$ cat config.mk
export PLATFORM = sky130hd
export DESIGN_NAME = ram_stream_reader
export DESIGN_NICKNAME = d
export VERILOG_FILES = /design/src/rtl/ram_stream_pkg.sv /design/src/rtl/stream_skid_fifo.sv /design/src/rtl/ram_stream_reader.sv
export SDC_FILE = /design/constraint.sdc
export NUM_CORES = 1
export LEC_CHECK = 0
export CORE_ASPECT_RATIO = 0.9
export CORE_MARGIN = 1.5
export CORE_UTILIZATION = 50
export DETAILED_ROUTE_END_ITERATION = 6
export PLACE_DENSITY = 0.76
export SYNTH_ARGS = -nofsm -noshare
export SYNTH_HDL_FRONTEND = slang
export SYNTH_HIERARCHICAL = 1
export SYNTH_SLANG_ARGS = --single-unit
export TNS_END_PERCENT = 10
$ cat constraint.sdc
create_clock -name clk -period 7.67 [get_ports clk]
set_input_delay 1.534 -clock clk [delete_from_list [all_inputs] [get_ports clk]]
set_output_delay 1.534 -clock clk [all_outputs]
set_load 0.02 [all_outputs]
$ cat src/rtl/ram_stream_pkg.sv
// ram_stream_pkg: shared types for the RAM read-side stream controller.
package ram_stream_pkg;

  // Sweep controller states.
  typedef enum logic [1:0] {
    IDLE,
    ISSUE,
    DRAIN,
    DONE
  } state_t;

  // Word width of the standard build (the RAM stores int).
  localparam int unsigned WORD_WIDTH = 32;

  // One output FIFO entry for the standard build: a RAM word plus its last-beat tag.
  typedef struct packed {
    logic [WORD_WIDTH-1:0] data;
    logic                  last;
  } fifo_entry_t;

endpackage

$ cat src/rtl/stream_skid_fifo.sv
// stream_skid_fifo: 2-entry FIFO that sits between the RAM read data and the stream port.
// A push and a pop in the same cycle are both honoured and leave the count unchanged.
module stream_skid_fifo #(
  parameter int WIDTH = 33
) (
  input  logic             clk,
  input  logic             rst_n,
  input  logic             push,
  input  logic [WIDTH-1:0] push_data,
  input  logic             pop,
  output logic [WIDTH-1:0] head_data,
  output logic             head_valid,
  output logic [1:0]       count
);

  logic [WIDTH-1:0] mem [2];
  logic             wr_ptr;
  logic             rd_ptr;
  logic             pop_ok;

  assign pop_ok     = pop && (count != 2'd0);
  assign head_valid = (count != 2'd0);
  assign head_data  = mem[rd_ptr];

  // Storage, pointers and occupancy; a full FIFO being popped can accept a push into the freed slot.
  always_ff @(posedge clk or negedge rst_n) begin
    if (!rst_n) begin
      mem[0] <= '0;
      mem[1] <= '0;
      wr_ptr <= 1'b0;
      rd_ptr <= 1'b0;
      count  <= 2'd0;
    end else begin
      if (push) begin
        mem[wr_ptr] <= push_data;
        wr_ptr      <= ~wr_ptr;
      end
      if (pop_ok) begin
        rd_ptr <= ~rd_ptr;
      end
      count <= count + {1'b0, push} - {1'b0, pop_ok};
    end
  end

  // The producer's credit scheme must never push into a full FIFO that is not being popped.
  assert property (@(posedge clk) disable iff (!rst_n) !(push && !pop_ok && (count == 2'd2)));

endmodule

$ cat src/rtl/ram_stream_reader.sv
// ram_stream_reader: sweeps RAM port B over 0..DATA_AMOUNT-1 after a start edge and
// presents the registered read data as a valid/ready stream with a last-beat marker.
module ram_stream_reader
  import ram_stream_pkg::*;
#(
  parameter  int DATA_WIDTH  = 32,
  parameter  int DEPTH       = 16,
  parameter  int DATA_AMOUNT = 16,
  localparam int ADDR_WIDTH  = $clog2(DEPTH)
) (
  input  logic                  clk,
  input  logic                  rst_n,
  input  logic                  start,
  output logic [ADDR_WIDTH-1:0] ram_addr,
  input  logic [DATA_WIDTH-1:0] ram_dout,
  output logic [DATA_WIDTH-1:0] m_data,
  output logic                  m_valid,
  input  logic                  m_ready,
  output logic                  m_last,
  output logic                  busy,
  output logic                  done
);

  typedef struct packed {
    logic [DATA_WIDTH-1:0] data;
    logic                  last;
  } entry_t;

  localparam logic [ADDR_WIDTH-1:0] LAST_ADDR = ADDR_WIDTH'(DATA_AMOUNT - 1);

  state_t                state;
  state_t                state_next;
  logic                  start_q;
  logic                  start_rise;
  logic [ADDR_WIDTH-1:0] issue_cnt;
  logic                  issue;
  logic                  issue_last;
  logic                  can_issue;
  logic                  addr_pending;
  logic                  addr_last;
  logic                  dout_pending;
  logic                  dout_last;
  logic                  push;
  logic                  pop;
  logic                  room;
  logic [1:0]            fifo_count;
  logic [1:0]            count_after;
  entry_t                push_entry;
  entry_t                head_entry;
  logic                  head_valid;

  // addr_pending: an address went out on the last edge, its word reaches ram_dout next cycle.
  // dout_pending: ram_dout holds a requested word not yet in the FIFO. While no new address
  // is issued, ram_addr holds and the RAM keeps re-reading the same word, so that word can
  // wait on ram_dout; once ram_addr moves on it has to be pushed on the very next edge.
  // A new issue is therefore allowed only if any waiting word is taken now and, when another
  // read is already in flight, the FIFO is guaranteed room for it on the following edge.
  assign start_rise  = start && !start_q;
  assign pop         = head_valid && m_ready;
  assign room        = (fifo_count != 2'd2) || pop;
  assign push        = dout_pending && room;
  assign count_after = fifo_count + {1'b0, push} - {1'b0, pop};
  assign can_issue   = !(dout_pending && !push) && (!addr_pending || (count_after <= 2'd1));
  assign issue_last  = (issue_cnt == LAST_ADDR);
  assign push_entry  = {ram_dout, dout_last};

  assign m_valid = head_valid;
  assign m_data  = head_valid ? head_entry.data : '0;
  assign m_last  = head_valid && head_entry.last;

  stream_skid_fifo #(
    .WIDTH($bits(entry_t))
  ) u_fifo (
    .clk       (clk),
    .rst_n     (rst_n),
    .push      (push),
    .push_data (push_entry),
    .pop       (pop),
    .head_data (head_entry),
    .head_valid(head_valid),
    .count     (fifo_count)
  );

  // Next-state, read-issue and status decode for the sweep controller.
  always_comb begin
    state_next = state;
    issue      = 1'b0;
    busy       = 1'b0;
    done       = 1'b0;
    unique case (state)
      IDLE: begin
        if (start_rise) begin
          issue      = 1'b1;
          state_next = issue_last ? DRAIN : ISSUE;
        end
      end
      ISSUE: begin
        busy = 1'b1;
        if (can_issue) begin
          issue = 1'b1;
          if (issue_last) begin
            state_next = DRAIN;
          end
        end
      end
      DRAIN: begin
        busy = 1'b1;
        if (pop && m_last) begin
          state_next = DONE;
        end
      end
      DONE: begin
        done       = 1'b1;
        state_next = IDLE;
      end
      default: state_next = IDLE;
    endcase
  end

  // State register, start edge history, address generation and read-latency tracking.
  always_ff @(posedge clk or negedge rst_n) begin
    if (!rst_n) begin
      state        <= IDLE;
      start_q      <= 1'b0;
      issue_cnt    <= '0;
      ram_addr     <= '0;
      addr_pending <= 1'b0;
      addr_last    <= 1'b0;
      dout_pending <= 1'b0;
      dout_last    <= 1'b0;
    end else begin
      state   <= state_next;
      start_q <= start;
      if (issue) begin
        ram_addr  <= issue_cnt;
        issue_cnt <= issue_cnt + ADDR_WIDTH'(1);
      end else if (state == DONE) begin
        ram_addr  <= '0;
        issue_cnt <= '0;
      end
      addr_pending <= issue;
      addr_last    <= issue && issue_last;
      dout_pending <= addr_pending || (dout_pending && !push);
      if (addr_pending) begin
        dout_last <= addr_last;
      end
    end
  end

  // A word whose address has already been replaced must land in the FIFO on this edge.
  assert property (@(posedge clk) disable iff (!rst_n) !(addr_pending && dout_pending && !push));

endmodule

# == Yosys cells after proc, flatten, opt, wreduce, memory -nomap -nowiden ==
# Cells that the tools add are included.
# word_totals
wordCells,77
register_bits,85
output_inout_bits,40
# op_classes
bitwise,4
reduce_logical,22
n_lt_le_gt_ge,4
eq_ne,9
mux,21
add_sub_neg,4
# ops
cell,count
33-bit two-way mux,4
66-bit bitwise mux,1
33-bit demux with 1-bit select,1
32-bit two-way mux,1
4-bit two-way mux,3
1-bit logical AND,10
2-bit two-way mux,5
2-bit != test (second input constant),5
2-bit case mux with 4 select lines,1
4-bit by 1-bit adder with 4-bit output (second input constant),1
2-bit equality test (second input constant),2
4-bit equality test (second input constant),1
2-bit >= comparator (second input constant),2
1-bit logical NOT,4
1-bit two-way mux,4
1-bit inverter with 2-bit output,2
4-bit AND reduction,1
2-bit nonzero test,2
2-bit by 1-bit subtractor with 2-bit output,2
1-bit logical OR,3
2-bit by 1-bit adder with 2-bit output,1
2-bit by 1-bit equality test with 1-bit output (second input constant),1
2-bit by 1-bit <= comparator with 1-bit output (second input constant),1
2-bit logical NOT,1
other kinds (4),5

# == Depth between registers and ports, before layout ==
# logic_depth
ltp_word,12
ltp_mapped,11

# == By module ==
# Netlist, hierarchy kept.
# by_module_without_submodules
module,area_each_um2,instances,seq_area_each_um2,cells_each
stream_skid_fifo,3200.6,1,1751.7,192
ram_stream_reader,1112.3,1,375.4,122

# == Worst setup path before layout ==
# Ideal clock, no wire load.
# synth_timing
kind,input to register
from,input port m_ready
to,register ram_addr[0]
path_stages,10
t_required_ns,7.542
setup_ns,0.128
path_slack_ns,4.474
path_buffers,2
arrival_time_ns,3.069
path_cell_list,nand2_1 > inv_1 > ha_1 > xnor2_1 > or3_1 > a41o_1 > buf_6 > buf_6 > a32oi_1 > o21ai_1
# synth_between
elab_chain_len,11
elab_cells_between_ends,15
classes_between,add/sub: 2; order compare: 1; mux: 3; reduce/logical: 9
# synth_lines
element,line_no,rtl
"start, declared",ram_stream_reader.sv:18,"input logic m_ready,"
1-bit logical AND (*),ram_stream_reader.sv:59,assign pop = head_valid && m_ready;
net pop,ram_stream_reader.sv:44,logic pop;
1-bit logical OR,ram_stream_reader.sv:60,assign room = (fifo_count != 2'd2) || pop;
1-bit logical AND,ram_stream_reader.sv:61,assign push = dout_pending && room;
2-bit by 1-bit adder with 2-bit output,ram_stream_reader.sv:62,"assign count_after = fifo_count + {1'b0, push} - {1'b0, pop};"
2-bit by 1-bit subtractor with 2-bit output,ram_stream_reader.sv:62,
2-bit by 1-bit <= comparator with 1-bit output,ram_stream_reader.sv:63,assign can_issue = !(dout_pending && !push) && (!addr_pending || (count_after <= 2'd1));
1-bit logical OR,ram_stream_reader.sv:63,
1-bit logical AND (*),ram_stream_reader.sv:63,
1-bit two-way mux (*),ram_stream_reader.sv:99,if (can_issue) begin
1-bit case mux with 2 select lines (*),ram_stream_reader.sv:90,unique case (state)
net issue,ram_stream_reader.sv:36,logic issue;
4-bit two-way mux or 2-bit nonzero test (tied branches),--,
"end signal, assigned",ram_stream_reader.sv:135,ram_addr <= issue_cnt;
"end, declared",ram_stream_reader.sv:14,"output logic [ADDR_WIDTH-1:0] ram_addr,"
# The timed path passes the listed nets; every way through them passes the cells marked *.
# A chain may end at the register's enable or synchronous reset.

==> results.ini <==
[outcome]
status=finished clean

[grt]
grt_use_total_pct=18.6
grt_pass1_wl_um=13400
grt_overflow=0
antenna_found_initial=0
grt_max_degree=86
grt_pass1_vias=2774

[synthesis]
synth-xor-area-share_pct=1.42
netlist_area_um2=4310
yosysUniqueCellTypes=37
synth-async-reset-ratio_pct=100
synth_seq_cells=85
synth.top_cell.area_share_pct=49.3
ys_seq_area_share_pct=49.3
yosys-mux-area-fraction_pct=31.0
synth_fa_ha_area_share_pct=2.61
synth-edff-count=0
syn_nets=359
synth_cells=314
synth_top_flop_cell=dfrtp_1
synth_top_family_by_area=multiplexers
yosys.area.top_type=dfrtp_1
yosys.cell_count.top_type=dfrtp_1
yosys-top-cells-area=dfrtp_1 (49%), mux2_2 (18%), mux2_4 (10%)
ys_warn_count=6
synth.avg_cell_area_um2=13.7
synth_compound_area_share_pct=3.34
synth-simple-area-share_pct=7.72
synth_common_cells=dfrtp_1 (85), mux2_2 (70), and2_1 (34)

[timing]
drv_slew=0
hold_slack_ps=479
period_minus_slack_ps=3960
finalCritPeriodShare_pct=51.6
fmax_mhz=253
worst_pin_slew_ps=1080
tns_ps=0
finClkSkew_ps=9.66
finalHoldViolCount=0
slew_headroom_pct=28.2
setup_viol=0
rsz0062_at_grt=false

[finish]
n_antenna_cell=0
syn2layout_area_growth_pct=22.3
fin_area_um2=5280
final_layout_size_suffix_gt1_share_pct=31.1
nets=430
fill_cells=663

[clock_tree]
cts_sinks=85
ctsHoldBuffers=0
cts_inserted_buffers=9
post_cts.repair.setup_buffers=0
cts_root_buf=clkbuf_8
cts_tree=built
clockBufferDepth=2
cts-resized-gates=0
clock_latency_ps=340
htree_levels=3
clk_pin_slew_ps=70

[power]
swShare_pct=35.4
p_leak_nw=2.29
seq_power_share_pct=30.7
ir_drop_mv=0.267
intPower_mw=1.70
powerDensity_nw_per_um2=497
p_clk_share_pct=13.0
power.switching_mw=0.927
pwr-share-comb_pct=56.3

[critical_path]
critPathBufInv=2
crit_path_end_kind=output pin
crit_arrival_ps=2420
cp.required_ps=6140
worst_setup_path_start_kind=flip-flop
path_cells=buf_4 > mux2_2 > and2_1 > clkdlybuf4s50_1
crit_family=buffers and inverters
path_class=reg -> out
crit_path_max_incr_delay_ps=530
cp_max_fo=28
crit_path_top_delay_cell=dfrtp_1

[flow_run]
maxCapViolations=0

[route]
ant_nets=0
wl_per_cell_um=15.4
drc=0
avgViaCountPerCell=5.13
drtIter0Drc=87
finalWirelength_um=7780
vias=2583
drtPass1Iterations=4

[placement]
io_buffer_count=75
gp_congestion=0.713
dp_hpwl_um=4930
place_area_um2=5060

[floorplanning]
core_um2=8220
die_x_um=101
start_util_pct=52.4
io_pins=76
rows=31
fp.dieH_um=91.1
dieArea_um2=9190

[worst_hold_path]
hp-class=reg -> reg

worst paths after layout:
| check | end | slack [ps] | startpoint | cells past startpoint |
|---|---|---|---|---|
| max | m_last | 3710 | u_fifo/rd_ptr | 4 |
| min | dout_last | 480 | addr_last | 1 |
| max reg2reg | ram_addr[3] | 4620 | u_fifo/count[1] | 9 |
| min reg2reg | dout_last | 480 | addr_last | 1 |
| max in group asynchronous | addr_pending | 5590 | rst_n | 1 |
| min in group asynchronous | u_fifo/mem[37] | 1360 | rst_n | 1 |
sequential cells by signal, indices dropped and copies added (netlist names):
| register | flops |
|---|---|
| dout_pending | 1 |
| start_q | 1 |
| state | 2 |
| u_fifo/mem | 66 |
| ram_addr | 4 |
| addr_pending | 1 |
| u_fifo/wr_ptr | 1 |
| dout_last | 1 |
| addr_last | 1 |
| u_fifo/rd_ptr | 1 |
| issue_cnt | 4 |
| u_fifo/count | 2 |
through the flow:
step                util, %  std cells  setup WS [ps]  total power, mW
finish                 64.2        504           3710             2.62
global route           64.2        504           3560             2.81
CTS                    64.2        504           3670             2.65
detailed placement     61.6        489           3760             2.30
global placement       61.6        489           3800             2.27
floorplan                 -        314           4470             1.88
cells by family (layout without fill, tap and decap cells):
group,after synthesis,in the layout
xor+xnor,7,7
mux,110,110
buf+inv,26,101
flops,85,85
compound gates,21,21
fa+ha+maj,9,9
simple gates,56,56
per-layer routing:
layer | share of wire, % | vias up | track usage, %
li1 | - | 1240 | -
met1 | 49 | 1286 | 26.0
met2 | 47 | 52 | 29.3
met3 | 3.9 | 5 | 5.08
met4 | 0.64 | 0 | 3.13
met5 | 0 | - | 0
area by class of cell:
class	count	area [µm²]	area share (%)
tap	115	144	2.73
multi-input combinational	203	1990	37.8
inverter	9	33.8	0.640
clock buffer	11	141	2.68
timing repair buffer	77	763	14.5
sequential	85	2130	40.3
clock inverter	4	72.6	1.38
power by group through the flow:
stage | Combinational, mW | Sequential [mW] | Clock, mW
2_1_floorplan | 1.11 | 0.771 | 0
3_3_place_gp | 1.47 | 0.802 | 0
3_5_place_dp | 1.49 | 0.813 | 0
4_1_cts | 1.49 | 0.807 | 0.352
5_1_grt | 1.60 | 0.838 | 0.374
6_report | 1.48 | 0.806 | 0.341
layout by cell type (no fill, tap or decap), types with 2 or more instances in the layout:
master	n
a32oi_1	5
xor2_1	4
mux2_2	70
nand3_1	3
nor2_1	2
o21ai_1	5
clkbuf_8	10
nor3_1	2
and2_1	34
xnor2_1	3
bufinv_16	2
a31oi_1	2
mux2i_1	10
ha_1	9
a21oi_1	2
nand2_1	5
dfrtp_1	85
buf_4	3
inv_1	9
mux2_4	30
clkdlybuf4s50_1	74
and3_1	2
Power figures use the tool's default switching activity.
